`src/rtl/noc_link_tx_if.sv`:
```
`default_nettype none
// ============================================================================
// Module      : noc_link_tx_if
// Description : Signal bundle between the local switch output port, the link
//               transmitter and the backward link path. Carries the local
//               push handshake (FLIT_in/VALID_in/FWDAUX1_in/READY_out), the
//               forward link (FLIT_out/VALID_out/FWDAUX1_out) and the backward
//               auxiliary signals (BWDAUX1..3_in).
//               slave  : the transmitter's view.
//               master : the environment's view (switch + backward link).
// Revision    : 1.0 - initial release
// ============================================================================
interface noc_link_tx_if #(
    parameter int FLIT_WIDTH = 32
) ();
    logic [FLIT_WIDTH-1:0] FLIT_in;
    logic                  VALID_in;
    logic                  FWDAUX1_in;
    logic                  READY_out;
    logic [FLIT_WIDTH-1:0] FLIT_out;
    logic                  VALID_out;
    logic                  FWDAUX1_out;
    logic                  BWDAUX1_in;
    logic                  BWDAUX2_in;
    logic                  BWDAUX3_in;

    modport slave (
        input  FLIT_in, VALID_in, FWDAUX1_in,
        output READY_out,
        output FLIT_out, VALID_out, FWDAUX1_out,
        input  BWDAUX1_in, BWDAUX2_in, BWDAUX3_in
    );

    modport master (
        output FLIT_in, VALID_in, FWDAUX1_in,
        input  READY_out,
        input  FLIT_out, VALID_out, FWDAUX1_out,
        output BWDAUX1_in, BWDAUX2_in, BWDAUX3_in
    );
endinterface
`default_nettype wire

```
`src/rtl/noc_link_tx.sv`:
```
`default_nettype none
// ============================================================================
// Module      : noc_link_tx
// Description : Transmitter end of a NoC switch-to-switch link. Buffers flits
//               from the local output port in a small circular FIFO and
//               launches them onto the forward link under credit-based flow
//               control, tracking wormhole packet boundaries.
// Ports       : clk, rst      - clock, synchronous active-high reset
//               link (slave)  - push handshake, forward link, backward aux
//               credit_count  - credits currently available
//               in_packet     - a packet has started but its tail is unsent
//               credit_err    - sticky credit-overflow flag
// Revision    : 1.0 - initial release
// ============================================================================
module noc_link_tx #(
    parameter int FLIT_WIDTH = 32,
    parameter int FIFO_DEPTH = 4,
    parameter int CREDITS    = 4,
    parameter int CNT_WIDTH  = 3
) (
    input  wire logic                 clk,
    input  wire logic                 rst,
    noc_link_tx_if.slave              link,
    output logic [CNT_WIDTH-1:0]      credit_count,
    output logic                      in_packet,
    output logic                      credit_err
);
    localparam int                   PTR_W        = $clog2(FIFO_DEPTH);
    localparam logic [CNT_WIDTH-1:0] c_FIFO_FULL  = CNT_WIDTH'(FIFO_DEPTH);
    localparam logic [CNT_WIDTH-1:0] c_CREDIT_MAX = CNT_WIDTH'(CREDITS);

    typedef enum logic [0:0] {
        S_IDLE = 1'b0,
        S_BODY = 1'b1
    } state_t;

    // Each entry stores {tail, flit}.
    logic [FLIT_WIDTH:0]     r_mem [FIFO_DEPTH];
    logic [PTR_W-1:0]        r_wr_ptr;
    logic [PTR_W-1:0]        r_rd_ptr;
    logic [CNT_WIDTH-1:0]    r_count;
    logic [CNT_WIDTH-1:0]    r_credit;
    logic                    r_credit_err;
    logic [FLIT_WIDTH-1:0]   r_flit_out;
    logic                    r_valid_out;
    logic                    r_tail_out;
    state_t                  r_state;
    state_t                  w_state_next;

    logic                    w_ready;
    logic                    w_push;
    logic                    w_launch;
    logic [FLIT_WIDTH:0]     w_head;
    logic                    w_head_tail;
    logic                    w_unused_aux3;

    // BWDAUX3 is reserved on this link.
    assign w_unused_aux3 = link.BWDAUX3_in;

    // Ready looks only at registered occupancy, so a pop in the same cycle
    // never opens an extra slot combinationally.
    assign w_ready     = (r_count < c_FIFO_FULL) && !rst;
    assign w_push      = link.VALID_in && w_ready;
    // A credit returning this cycle is not counted yet: launch needs a
    // credit already held in the register.
    assign w_launch    = (r_count != '0) && (r_credit != '0) && !link.BWDAUX2_in;
    assign w_head      = r_mem[r_rd_ptr];
    assign w_head_tail = w_head[FLIT_WIDTH];

    // Storage has no reset: occupancy decides what is valid.
    always_ff @(posedge clk) begin
        if (w_push) begin
            r_mem[r_wr_ptr] <= {link.FWDAUX1_in, link.FLIT_in};
        end
    end

    always_ff @(posedge clk) begin
        if (rst) begin
            r_wr_ptr     <= '0;
            r_rd_ptr     <= '0;
            r_count      <= '0;
            r_credit     <= c_CREDIT_MAX;
            r_credit_err <= 1'b0;
            r_flit_out   <= '0;
            r_tail_out   <= 1'b0;
            r_valid_out  <= 1'b0;
        end else begin
            if (w_push) begin
                r_wr_ptr <= r_wr_ptr + PTR_W'(1);
            end
            if (w_launch) begin
                r_rd_ptr <= r_rd_ptr + PTR_W'(1);
            end

            case ({w_push, w_launch})
                2'b10:   r_count <= r_count + CNT_WIDTH'(1);
                2'b01:   r_count <= r_count - CNT_WIDTH'(1);
                default: r_count <= r_count;
            endcase

            // Flit/tail hold their last value when nothing launches.
            r_valid_out <= w_launch;
            if (w_launch) begin
                r_flit_out <= w_head[FLIT_WIDTH-1:0];
                r_tail_out <= w_head_tail;
            end

            case ({link.BWDAUX1_in, w_launch})
                2'b10: begin
                    if (r_credit == c_CREDIT_MAX) begin
                        r_credit_err <= 1'b1;
                    end else begin
                        r_credit <= r_credit + CNT_WIDTH'(1);
                    end
                end
                2'b01:   r_credit <= r_credit - CNT_WIDTH'(1);
                default: r_credit <= r_credit;
            endcase
        end
    end

    // Packet tracking: state register.
    always_ff @(posedge clk) begin
        if (rst) begin
            r_state <= S_IDLE;
        end else begin
            r_state <= w_state_next;
        end
    end

    // Packet tracking: moves only when a flit launches.
    always_comb begin
        w_state_next = r_state;
        if (w_launch) begin
            case (r_state)
                S_IDLE:  w_state_next = w_head_tail ? S_IDLE : S_BODY;
                S_BODY:  w_state_next = w_head_tail ? S_IDLE : S_BODY;
                default: w_state_next = S_IDLE;
            endcase
        end
    end

    assign link.READY_out   = w_ready;
    assign link.FLIT_out    = r_flit_out;
    assign link.VALID_out   = r_valid_out;
    assign link.FWDAUX1_out = r_tail_out;
    assign credit_count     = r_credit;
    assign in_packet        = (r_state == S_BODY);
    assign credit_err       = r_credit_err;
endmodule
`default_nettype wire

```
`src/flat_wrapper.sv`:
```
// flat-port wrapper written by rule: the top's interface ports become plain ports
module noc_link_tx_flat 
#(
    parameter int FLIT_WIDTH = 32,
    parameter int FIFO_DEPTH = 4,
    parameter int CREDITS    = 4,
    parameter int CNT_WIDTH  = 3
)
  (clk, rst, credit_count, in_packet, credit_err, link_FLIT_in, link_VALID_in, link_FWDAUX1_in, link_READY_out, link_FLIT_out, link_VALID_out, link_FWDAUX1_out, link_BWDAUX1_in, link_BWDAUX2_in, link_BWDAUX3_in);
  noc_link_tx_if #(.FLIT_WIDTH(FLIT_WIDTH)) link_i ();
  input  wire logic clk;
  input  wire logic rst;
  output logic [CNT_WIDTH-1:0] credit_count;
  output logic in_packet;
  output logic credit_err;
  input wire logic [$bits(link_i.FLIT_in)-1:0] link_FLIT_in;
  input wire logic [$bits(link_i.VALID_in)-1:0] link_VALID_in;
  input wire logic [$bits(link_i.FWDAUX1_in)-1:0] link_FWDAUX1_in;
  output wire logic [$bits(link_i.READY_out)-1:0] link_READY_out;
  output wire logic [$bits(link_i.FLIT_out)-1:0] link_FLIT_out;
  output wire logic [$bits(link_i.VALID_out)-1:0] link_VALID_out;
  output wire logic [$bits(link_i.FWDAUX1_out)-1:0] link_FWDAUX1_out;
  input wire logic [$bits(link_i.BWDAUX1_in)-1:0] link_BWDAUX1_in;
  input wire logic [$bits(link_i.BWDAUX2_in)-1:0] link_BWDAUX2_in;
  input wire logic [$bits(link_i.BWDAUX3_in)-1:0] link_BWDAUX3_in;
  assign link_i.FLIT_in = link_FLIT_in;
  assign link_i.VALID_in = link_VALID_in;
  assign link_i.FWDAUX1_in = link_FWDAUX1_in;
  assign link_READY_out = link_i.READY_out;
  assign link_FLIT_out = link_i.FLIT_out;
  assign link_VALID_out = link_i.VALID_out;
  assign link_FWDAUX1_out = link_i.FWDAUX1_out;
  assign link_i.BWDAUX1_in = link_BWDAUX1_in;
  assign link_i.BWDAUX2_in = link_BWDAUX2_in;
  assign link_i.BWDAUX3_in = link_BWDAUX3_in;
  noc_link_tx #(.FLIT_WIDTH(FLIT_WIDTH), .FIFO_DEPTH(FIFO_DEPTH), .CREDITS(CREDITS), .CNT_WIDTH(CNT_WIDTH)) u_core (.clk(clk), .rst(rst), .link(link_i), .credit_count(credit_count), .in_packet(in_packet), .credit_err(credit_err));
endmodule
```
`config.mk`:
```
export PLATFORM = sky130hd
export DESIGN_NAME = noc_link_tx_flat
export DESIGN_NICKNAME = d
export VERILOG_FILES = /design/src/rtl/noc_link_tx_if.sv /design/src/rtl/noc_link_tx.sv /design/src/flat_wrapper.sv
export SDC_FILE = /design/constraint.sdc
export NUM_CORES = 1
export LEC_CHECK = 0
export BUFFER_PORTS_ARGS = -buffer_cell sky130_fd_sc_hd__buf_2
export CELL_PAD_IN_SITES_DETAIL_PLACEMENT = 1
export CELL_PAD_IN_SITES_GLOBAL_PLACEMENT = 1
export CORE_MARGIN = 4
export CORE_UTILIZATION = 51
export CTS_BUF_LIST = sky130_fd_sc_hd__clkbuf_8
export DETAILED_ROUTE_END_ITERATION = 16
export PLACE_DENSITY = 0.93
export SETUP_SLACK_MARGIN = 0.1
export SLEW_MARGIN = 20
export SYNTH_ARGS = -nofsm -noshare
export SYNTH_HDL_FRONTEND = slang
export SYNTH_SLANG_ARGS = --single-unit
```
`constraint.sdc`:
```
create_clock -name clk -period 3.4 [get_ports clk]
set_input_delay 0.34 -clock clk [delete_from_list [all_inputs] [get_ports clk]]
set_output_delay 0.34 -clock clk [all_outputs]
set_load 0.02 [all_outputs]
```
==> reports/results.ini, run 1 <==
[run_status]
outcome = completed

[worst_setup_path]
crit_type = reg2reg
start_kind = flip-flop
crit_path_end_kind = flip-flop
crit_fanout = 13
worstPathRequired_ns = 3.77
cp.arrival_ns = 2.93

[die]
initial_core_util_pct = 52.0
die_area_um2 = 15400
ios = 79
die_h_um = 124
row_count = 42
die_width_um = 124
core_um2 = 13200

[routing]
vias_per_cell = 5.39
vias = 3662
wl_per_cell_um = 20.1
drt_iter0_markers = 215
drc_errors = 0
dr.pass1.iters = 4
wirelength_um = 13600
postRouteAntennaNets = 0

[layout]
fin_area_um2 = 7750
drive_gt1_share_pct = 37.3
diodes = 0
syn_to_final_growth_pct = 13.1
finalNetCount = 537
final_core_util_pct = 58.8

[synthesis]
async_flop_share_pct = 0
ys_top_cells_by_count = 132 x edfxtp_1, 48 x dfxtp_1, 48 x nand2_1
seq_area_frac_synth_pct = 71.9
synth_top_area_share_pct = 57.8
synth_cell_types = 38
syn_inst = 412
netlist_area_um2 = 6850
synth_edf_count = 132
ys.warnings.count = 0
ys_ff_latch = 180
synth.most_common_cell = edfxtp_1
yosysTopAreaCell = edfxtp_1
synth_fp_nets = 458
synth_flop_cell = edfxtp_1
synthTopCellsByArea = edfxtp_1 58%, dfxtp_1 14%, mux4_2 11%
syn_avg_cell_area_um2 = 16.6

[placement]
place_area_um2 = 7360
hpwl_um = 8660
pre_cts_ws_ns = 0.864
io_buffers = 77
globalplace.congestion = 0.732

[grt]
use_met3_pct = 4.50
grt_antenna_before_repair = 1
grt_pass1_vias = 3924
grt_use_met1_pct = 22.3
grt_overflow_total = 0
grt_pass1_wl_um = 21100
met2_usage_pct = 34.1
grt_usage_pct = 19.0
top_usage_layer = met2
grt_max_degree = 48

[clocking]
cts_resized = 0
path_clk_slew_ns = 0.08
insertion_delay_ns = 0.45
cts_tree = built
cts_max_level = 4
post_cts_buffers = 0
clockBufferDepth = 2
hold_buffers = 0
numCtsBuffers = 17
cts.sinks = 180
root_buffer = clkbuf_8

[flow_run]
drv_cap = 0

[power_and_ir_drop]
swShare_pct = 30.0
leakage_uw = 0.00264
power_frac_comb_pct = 23.9
seq_power_share_pct = 50.2
power_per_cell_area_nw_per_um2 = 711
p_clk_share_pct = 26.0
p_sw_uw = 1650
p_int_uw = 3860
ir_worst_vdd_mv = 0.377

[sta]
final.min_clock_period_ns = 2.56
slew_viol_final = 0
clock.fmax_ghz = 0.390
setup_viol = 0
fin_crit_sh_pct = 75.4
fin_tns_setup_ns = 0
maxSlewHeadroom_pct = 36.7
finalClockSkew_ns = 0.00915
rsz0062_at_grt = no
finalHoldViolCount = 0
worst_slack_ns = 0.838
worst_slew_pin_slew_ns = 0.950

[hold_path]
hold_path.class = in2reg

[registers in the layout, indices dropped and copies added (netlist names), named ones only]
name / cells
u_core.in_packet: 1
u_core.link.FLIT_out: 32
u_core.r_count: 3
u_core.r_mem: 132
u_core.link.VALID_out: 1
u_core.credit_count: 3
u_core.r_wr_ptr: 2
u_core.link.FWDAUX1_out: 1
u_core.r_rd_ptr: 2
u_core.credit_err: 1
[power by group through the flow]
stage | combinational (uW) | sequential, uW | clock, uW
global placement | 1260 | 2800 | 0
floorplan | 944 | 2860 | 0
CTS | 1340 | 2770 | 1460
detailed placement | 1330 | 2820 | 0
finish | 1320 | 2760 | 1430
global route | 1440 | 2800 | 1570
[final timing paths]
path,from,endpoint,slack [ns],depth (start not counted)
worst max-delay path,u_core.r_count[2],u_core.r_count[2],0.84,9
worst min register to register,u_core.credit_err,u_core.credit_err,0.45,2
worst min-delay path,link_FLIT_in[20],u_core.r_mem[0][20],0.11,1
worst max register to register,u_core.r_count[2],u_core.r_count[2],0.84,9
[layer usage]
metal  share of wire (%)  wire, um
met5               0.066         9
met4                 1.8       240
met3                 4.5       620
met2                  53      7170
met1                  41      5590
[layout by cell type, fill, tap and decap left out, drive strengths merged, types with 2 or more instances in the layout]
master    instances
a21oi            40
and3              5
buf              82
bufinv            3
clkbuf           18
clkinv            6
clkinvlp          2
dfxtp            48
edfxtp          132
fa                2
ha                5
inv              16
mux4             33
nand2            68
nand3             2
nor2             12
nor3              2
o21ai             7
or3               4
xnor2             2
xor2              3
[cell type report]
cell class	count	area, um2
clock buffers	18	248
clock inverters	14	144
fillers	1230	5440
inverters	13	51.3
multi-input cells	197	1740
flip-flops and latches	180	4930
well taps	176	220
repair buffers	82	423
[through the flow]
stage | hold slack (ns) | total power (uW) | cells
CTS | 0.0818 | 5570 | 680
floorplan | 0.439 | 3810 | 412
detailed placement | 0.445 | 4160 | 648
global placement | 0.436 | 4060 | 648
finish | 0.107 | 5510 | 680
global route | 0.0664 | 5810 | 680
[logic make-up (layout without fill, tap and decap cells)]
family | after synthesis | after routing | synth area share, %
compound gates | 53 | 53 | 5.31
flops | 180 | 180 | 71.9
buf+inv | 35 | 127 | 2.90
mux | 34 | 34 | 11.0
simple gates | 98 | 98 | 6.81
xor+xnor | 5 | 5 | 0.639
fa+ha+maj | 7 | 7 | 1.50
[worst max-delay path: stages (launching register included)]
cell     delay (ns)
dfxtp_1        0.44
nor3_2         0.11
or3_2          0.51
inv_4          0.18
ha_1           0.21
inv_1          0.06
fa_1           0.37
xor2_1         0.17
or3_1          0.30
a21oi_1        0.14
Note: power is estimated with default switching activity, not from simulation.
==> run 2, diff against run 1 <==
--- a/config.mk
+++ b/config.mk
@@ -9,10 +9,10 @@
 export CELL_PAD_IN_SITES_DETAIL_PLACEMENT = 1
 export CELL_PAD_IN_SITES_GLOBAL_PLACEMENT = 1
 export CORE_MARGIN = 4
-export CORE_UTILIZATION = 51
+export CORE_UTILIZATION = 46
 export CTS_BUF_LIST = sky130_fd_sc_hd__clkbuf_8
 export DETAILED_ROUTE_END_ITERATION = 16
-export PLACE_DENSITY = 0.93
+export PLACE_DENSITY = 0.89
 export SETUP_SLACK_MARGIN = 0.1
 export SLEW_MARGIN = 20
 export SYNTH_ARGS = -nofsm -noshare
==> constraint.sdc (replaced) <==
create_clock -name clk -period 2.1 [get_ports clk]
set_input_delay 0.21 -clock clk [delete_from_list [all_inputs] [get_ports clk]]
set_output_delay 0.21 -clock clk [all_outputs]
set_load 0.02 [all_outputs]
==> run 2 against run 1 <==
Against the previous run:
- sequential cell count unchanged
- sequential share of layout area decreased by 4.7 points
- via count increased by 6.7%
- clock power increased by 80%
- highest routed layer is now met4
- final cell count increased by 9.6%
- non-clock buffer count increased by 57
- clock skew increased by 0.0012 ns
- largest cell class unchanged
- hold slack improved by 0.042 ns
==> reports/results.ini, run 2 (same netlist as run 1, synthesis figures left out) <==
[run_status]
outcome = completed

[grt]
grt_overflow_total = 0  ; unchanged
grt_max_degree = 48  ; unchanged
grt_usage_pct = 19.6  ; +0.57 points
grt_pass1_wl_um = 24600  ; +16%
grt_pass1_vias = 4425  ; +13%
grt_antenna_before_repair = 0  ; -1

[die]
row_count = 44  ; +4.8%
initial_core_util_pct = 47.0  ; -5.0 points
die_area_um2 = 16900  ; +10%
ios = 79  ; unchanged
die_width_um = 130  ; +5.0%
die_h_um = 130  ; +5.0%
core_um2 = 14600  ; +11%

[layout]
largest_reg_flops = 132  ; unchanged
top_register = u_core.r_mem
final_cell_mix = 132 x edfxtp_1, 77 x buf_2, 48 x nand2_1
syn_to_final_growth_pct = 22.5
final_cells = 745  ; +9.6%
diodes = 0  ; unchanged
finalNetCount = 594  ; +11%
final_core_util_pct = 57.6  ; -1.2 points
final_common_cell = edfxtp_1
drive_gt1_share_pct = 41.7  ; +4.4 points
fill_cells = 1365  ; +11%

[worst_setup_path]
r2r.worst_path.cells = 9  ; unchanged
crit_path_end = u_core.r_count[2]
crit_chain = nor3_2, or3_4, inv_4, ha_4, inv_2, fa_2, xor2_1, or3_1, a21oi_1
crit_family = simple AND/OR/NAND/NOR gates
slowest_delay_ns = 0.38  ; -0.13 ns
start_kind = flip-flop
path_buf_inv = 2  ; unchanged
startpoint = u_core.r_count[2]
crit_fanout = 3  ; -10
crit_type = reg2reg
crit_slowest_cell = or3_4
crit_cells = 9  ; unchanged
crit_path_end_kind = flip-flop
r2r_setup_slack_ns = 0.07  ; -0.77 ns
worstPathRequired_ns = 2.49  ; -1.28 ns
r2r-start = u_core.r_count[2]
cp.arrival_ns = 2.41  ; -0.52 ns
r2r-end = u_core.r_count[2]

[clocking]
root_buffer = clkbuf_8
cts.sinks = 180  ; unchanged
insertion_delay_ns = 0.46  ; about the same
numCtsBuffers = 17  ; unchanged
cts_max_level = 4  ; unchanged
cts_tree = built
clockBufferDepth = 2  ; unchanged
path_clk_slew_ns = 0.10  ; +0.02 ns

[routing]
dr.pass1.iters = 4  ; unchanged
vias = 3908  ; +6.7%
postRouteAntennaNets = 0  ; unchanged
drc_errors = 0  ; unchanged
vias_per_cell = 5.25  ; -2.6%
wl_per_cell_um = 20.5  ; +2.4%
wirelength_um = 15300  ; +12%
drt_iter0_markers = 149  ; -31%

[placement]
globalplace.congestion = 0.722  ; -1.4%
dpl.cell_count = 678  ; +4.6%
io_buffers = 77  ; unchanged
hpwl_um = 10000  ; +15%
pre_cts_ws_ns = -0.0641  ; -0.928 ns

[sta]
final.min_clock_period_ns = 2.03  ; -0.534 ns
setup_viol = 0  ; unchanged
finalHoldViolCount = 0  ; unchanged
worst_slew_pin_slew_ns = 0.692  ; -0.258 ns
maxSlewHeadroom_pct = 53.9  ; +17 points
rsz0062_at_grt = yes
slew_viol_final = 0  ; unchanged
fin_crit_sh_pct = 96.6  ; +21 points
worst_slack_ns = 0.0721  ; -0.766 ns
clock.fmax_ghz = 0.493  ; +26%
finalClockSkew_ns = 0.0104  ; +0.00125 ns

[power_and_ir_drop]
ir_worst_vdd_mv = 0.536  ; +42%
power_frac_comb_pct = 26.9  ; +3.0 points
p_total_uw = 9480  ; +72%
seq_power_share_pct = 46.0  ; -4.2 points
swShare_pct = 30.5  ; +0.53 points
leakage_uw = 0.00295  ; +11%
p_clk_share_pct = 27.1  ; +1.1 points
power_per_cell_area_nw_per_um2 = 1130  ; +59%
p_sw_uw = 2890  ; +75%
p_int_uw = 6590  ; +71%

[hold_path]
hold_path.class = in2reg
min_path_cells = 3  ; +2

[flow_run]
drv_cap = 0  ; unchanged

## run 2: changes by cell type in the layout (fill, tap and decap cells not counted), moves of 3 or more
| cell | delta |
|---|---|
| dfxtp_1 | -6 |
| buf_4 | +23 |
| dfxtp_2 | +3 |
| inv_1 | -3 |
| dfxtp_4 | +3 |
| inv_6 | +4 |
| clkinv_1 | -5 |
| dlygate4sd3_1 | +33 |
## run 2: worst register-to-register path, cell delays in order, from the launching register on
cell     delay (ns)
dfxtp_2        0.34
nor3_2         0.05
or3_4          0.38
inv_4          0.10
ha_4           0.14
inv_2          0.04
fa_2           0.33
xor2_1         0.15
or3_1          0.31
a21oi_1        0.12
## run 2: stage by stage
stage / setup TNS [ns] / instance area [um2] / hold slack (ns)
after floorplan: -0.147 / 6900 / 0.309
after global placement: -0.0222 / 7590 / 0.421
after detailed placement: -0.110 / 7590 / 0.431
after CTS: 0 / 8370 / 0.127
after global routing: -0.0373 / 8400 / 0.153
final: 0 / 8400 / 0.149
## run 2: how the worst min path moves through the flow
stage	start	end
6_report	link_BWDAUX1_in	u_core.credit_err
5_1_grt	link_BWDAUX1_in	u_core.credit_err
4_1_cts	link_BWDAUX1_in	u_core.credit_err
3_5_place_dp	link_FLIT_in[25]	u_core.r_mem[1][25]
3_3_place_gp	link_FLIT_in[24]	u_core.r_mem[2][24]
2_1_floorplan	link_FLIT_in[0]	u_core.r_mem[0][0]
## run 2: layer usage
layer / vias to the layer above / global-route usage [%] / share of wire, %
met5: - / 0 / 0
met3: 25 / 3.60 / 3.6
met1: 1981 / 23.4 / 40
li1: 1809 / - / -
met4: 0 / 6.78 / 1.9
met2: 93 / 35.6 / 54
## run 2: what timing repair did
| action | CTS | global route |
|---|---|---|
| endpoints found under the setup margin | 4 | 2 |
| buffers inserted | 2 | 0 |
| endpoints found under the hold margin | 132 | 0 |
| pin swaps | 3 | 2 |
| gates resized for setup | 1 | 7 |
| hold buffers | 33 | 0 |
## run 2: layout make-up
cell class              instances  area [um2]  share of cell area (%)
clock inverters                15         201                    2.40
well taps                     184         230                    2.74
flip-flops and latches        180        4940                    58.8
multi-input cells             197        1790                    21.3
inverters                      13        51.3                   0.611
clock buffers                  17         234                    2.79
repair buffers                139         946                    11.3
## run 2: power by group through the flow
stage          Combinational, uW  Sequential, uW  Clock (uW)
2_1_floorplan               1570            4640           0
3_3_place_gp                2350            4410           0
3_5_place_dp                2480            4440           0
4_1_cts                     2580            4360        2610
5_1_grt                     2790            4400        2780
6_report                    2550            4360        2570
==> run 3, diff against run 2 <==
--- a/config.mk
+++ b/config.mk
@@ -8,7 +8,7 @@
 export BUFFER_PORTS_ARGS = -buffer_cell sky130_fd_sc_hd__buf_2
 export CELL_PAD_IN_SITES_DETAIL_PLACEMENT = 1
 export CELL_PAD_IN_SITES_GLOBAL_PLACEMENT = 1
-export CORE_MARGIN = 4
+export CORE_MARGIN = 2
 export CORE_UTILIZATION = 46
 export CTS_BUF_LIST = sky130_fd_sc_hd__clkbuf_8
 export DETAILED_ROUTE_END_ITERATION = 16
==> run 3 against run 2 <==
Against the previous run:
- first-iteration DRC count is 43% higher
- clock skew is 0.0039 ns higher
- register-to-register slack worse by 0.05 ns
- critical endpoint unchanged
==> reports/results.ini, run 3 (same netlist as run 1, synthesis figures left out) <==
[placement]
globalplace.congestion = 0.726  ; +0.51%
hpwl_um = 9840  ; -1.6%
io_buffers = 77  ; unchanged
place_area_um2 = 7610  ; +0.26%

[power_and_ir_drop]
seq_power_share_pct = 48.3  ; +2.3 points
p_clk_share_pct = 23.6  ; -3.5 points
leakage_uw = 0.00292  ; -0.72%
swShare_pct = 31.1  ; +0.56 points
power_frac_comb_pct = 28.1  ; +1.2 points
ir_worst_vdd_mv = 0.433  ; -19%
power_per_cell_area_nw_per_um2 = 1100  ; -2.9%
p_int_uw = 6290  ; -4.6%
p_sw_uw = 2830  ; -2.0%

[sta]
finalHoldViolCount = 0  ; unchanged
finalClockSkew_ns = 0.0143  ; +0.00394 ns
setup_viol = 0  ; unchanged
clock.fmax_ghz = 0.481  ; -2.5%
slew_viol_final = 0  ; unchanged
final.min_clock_period_ns = 2.08  ; +0.0527 ns
maxSlewHeadroom_pct = 55.5  ; +1.7 points
fin_crit_sh_pct = 99.1  ; +2.5 points
rsz0062_at_grt = yes
worst_slew_pin_slew_ns = 0.667  ; -0.0252 ns

[layout]
final_core_util_pct = 57.3  ; -0.28 points
syn_to_final_growth_pct = 21.5
top_register = u_core.r_mem
drive_gt1_share_pct = 40.7  ; -0.96 points
final_cell_mix = 132 x edfxtp_1, 77 x buf_2, 48 x nand2_1
final_common_cell = edfxtp_1
finalNetCount = 595  ; +0.17%
largest_reg_flops = 132  ; unchanged
fin_area_um2 = 8330  ; -0.86%
diodes = 0  ; unchanged

[clocking]
clockBufferDepth = 2  ; unchanged
insertion_delay_ns = 0.47  ; about the same
numCtsBuffers = 17  ; unchanged
root_buffer = clkbuf_8
cts_max_level = 4  ; unchanged
path_clk_slew_ns = 0.09  ; about the same
cts.sinks = 180  ; unchanged
cts_tree = built

[die]
die_width_um = 126  ; -3.1%
initial_core_util_pct = 47.2  ; +0.18 points
row_count = 44  ; unchanged
die_h_um = 126  ; -3.1%
ios = 79  ; unchanged
core_um2 = 14500  ; -0.38%
die_area_um2 = 15900  ; -6.1%

[hold_path]
min_path_cells = 3  ; unchanged
hold_path.class = in2reg

[grt]
grt_max_degree = 48  ; unchanged
grt_pass1_wl_um = 24400  ; -0.59%
grt_usage_pct = 20.5  ; +0.94 points
grt_overflow_total = 0  ; unchanged
grt_antenna_before_repair = 0  ; unchanged
grt_pass1_vias = 4469  ; +0.99%

[run_status]
outcome = completed

[routing]
dr.pass1.iters = 4  ; unchanged
vias_per_cell = 5.32  ; +1.4%
drt_iter0_markers = 213  ; +43%
wirelength_um = 15300  ; about the same
postRouteAntennaNets = 0  ; unchanged
drc_errors = 0  ; unchanged
vias = 3968  ; +1.5%
wl_per_cell_um = 20.5  ; -0.17%

[worst_setup_path]
worstPathRequired_ns = 2.50  ; about the same
crit_type = reg2reg
r2r.worst_path.cells = 9  ; unchanged
start_kind = flip-flop
crit_path_end_kind = flip-flop
cp.arrival_ns = 2.48  ; +0.07 ns
crit_fanout = 3  ; unchanged

[flow_run]
drv_cap = 0  ; unchanged

run 3: timing repair:
action,in CTS,in global routing
hold endpoints to repair,132,0
hold buffers,33,0
pin swaps,1,1
buffers inserted,2,0
gates resized for setup,3,4
endpoints found under the setup margin,4,4
run 3: worst paths after layout:
check / from / to / slack [ns]
max: u_core.r_count[2] / u_core.r_count[2] / 0.02
min reg2reg: u_core.credit_err / u_core.credit_err / 0.46
max reg2reg: u_core.r_count[2] / u_core.r_count[2] / 0.02
min: link_BWDAUX1_in / u_core.credit_err / 0.17
run 3: final cells by class:
cell class	instances	area, um2
fill	1391	6210
sequential	180	4940
multi-input combinational	197	1780
timing repair buffer	140	966
clock buffer	19	262
tap	184	230
clock inverter	13	93.8
inverter	13	53.8
run 3: critical path: stages, from the launching register on:
cell and delay, ns:
dfxtp_2 0.36, nor3_2 0.06, or3_4 0.40, inv_6 0.10, ha_4 0.14, inv_2 0.03
fa_2 0.33, xor2_1 0.15, or3_1 0.32, a21oi_1 0.14
run 3: metrics by stage:
step | hold slack, ns | worst slack (ns) | instances | setup TNS, ns | total power, uW
after CTS | 0.127 | 0.0161 | 746 | 0 | 9190
after global routing | 0.187 | -0.0299 | 746 | -0.0411 | 9560
after floorplan | 0.309 | -0.112 | 412 | -0.147 | 6210
after detailed placement | 0.428 | -0.185 | 679 | -0.324 | 6980
final | 0.165 | 0.0194 | 746 | 0 | 9120
after global placement | 0.421 | -0.0166 | 679 | -0.0166 | 6790
run 3: metal layers:
metal	vias up	global-route usage [%]	part of all wire, %
met4	0	9.05	2.8
met5	-	0	0
li1	1809	-	-
met2	99	36.0	54
met1	2028	24.2	40
met3	32	4.76	3.7
run 3: power by group through the flow:
stage	Clock, uW	Sequential [uW]	Combinational, uW
5_1_grt	2320	4450	2790
4_1_cts	2190	4410	2590
6_report	2150	4410	2560
3_5_place_dp	0	4490	2490
2_1_floorplan	0	4640	1570
3_3_place_gp	0	4450	2340
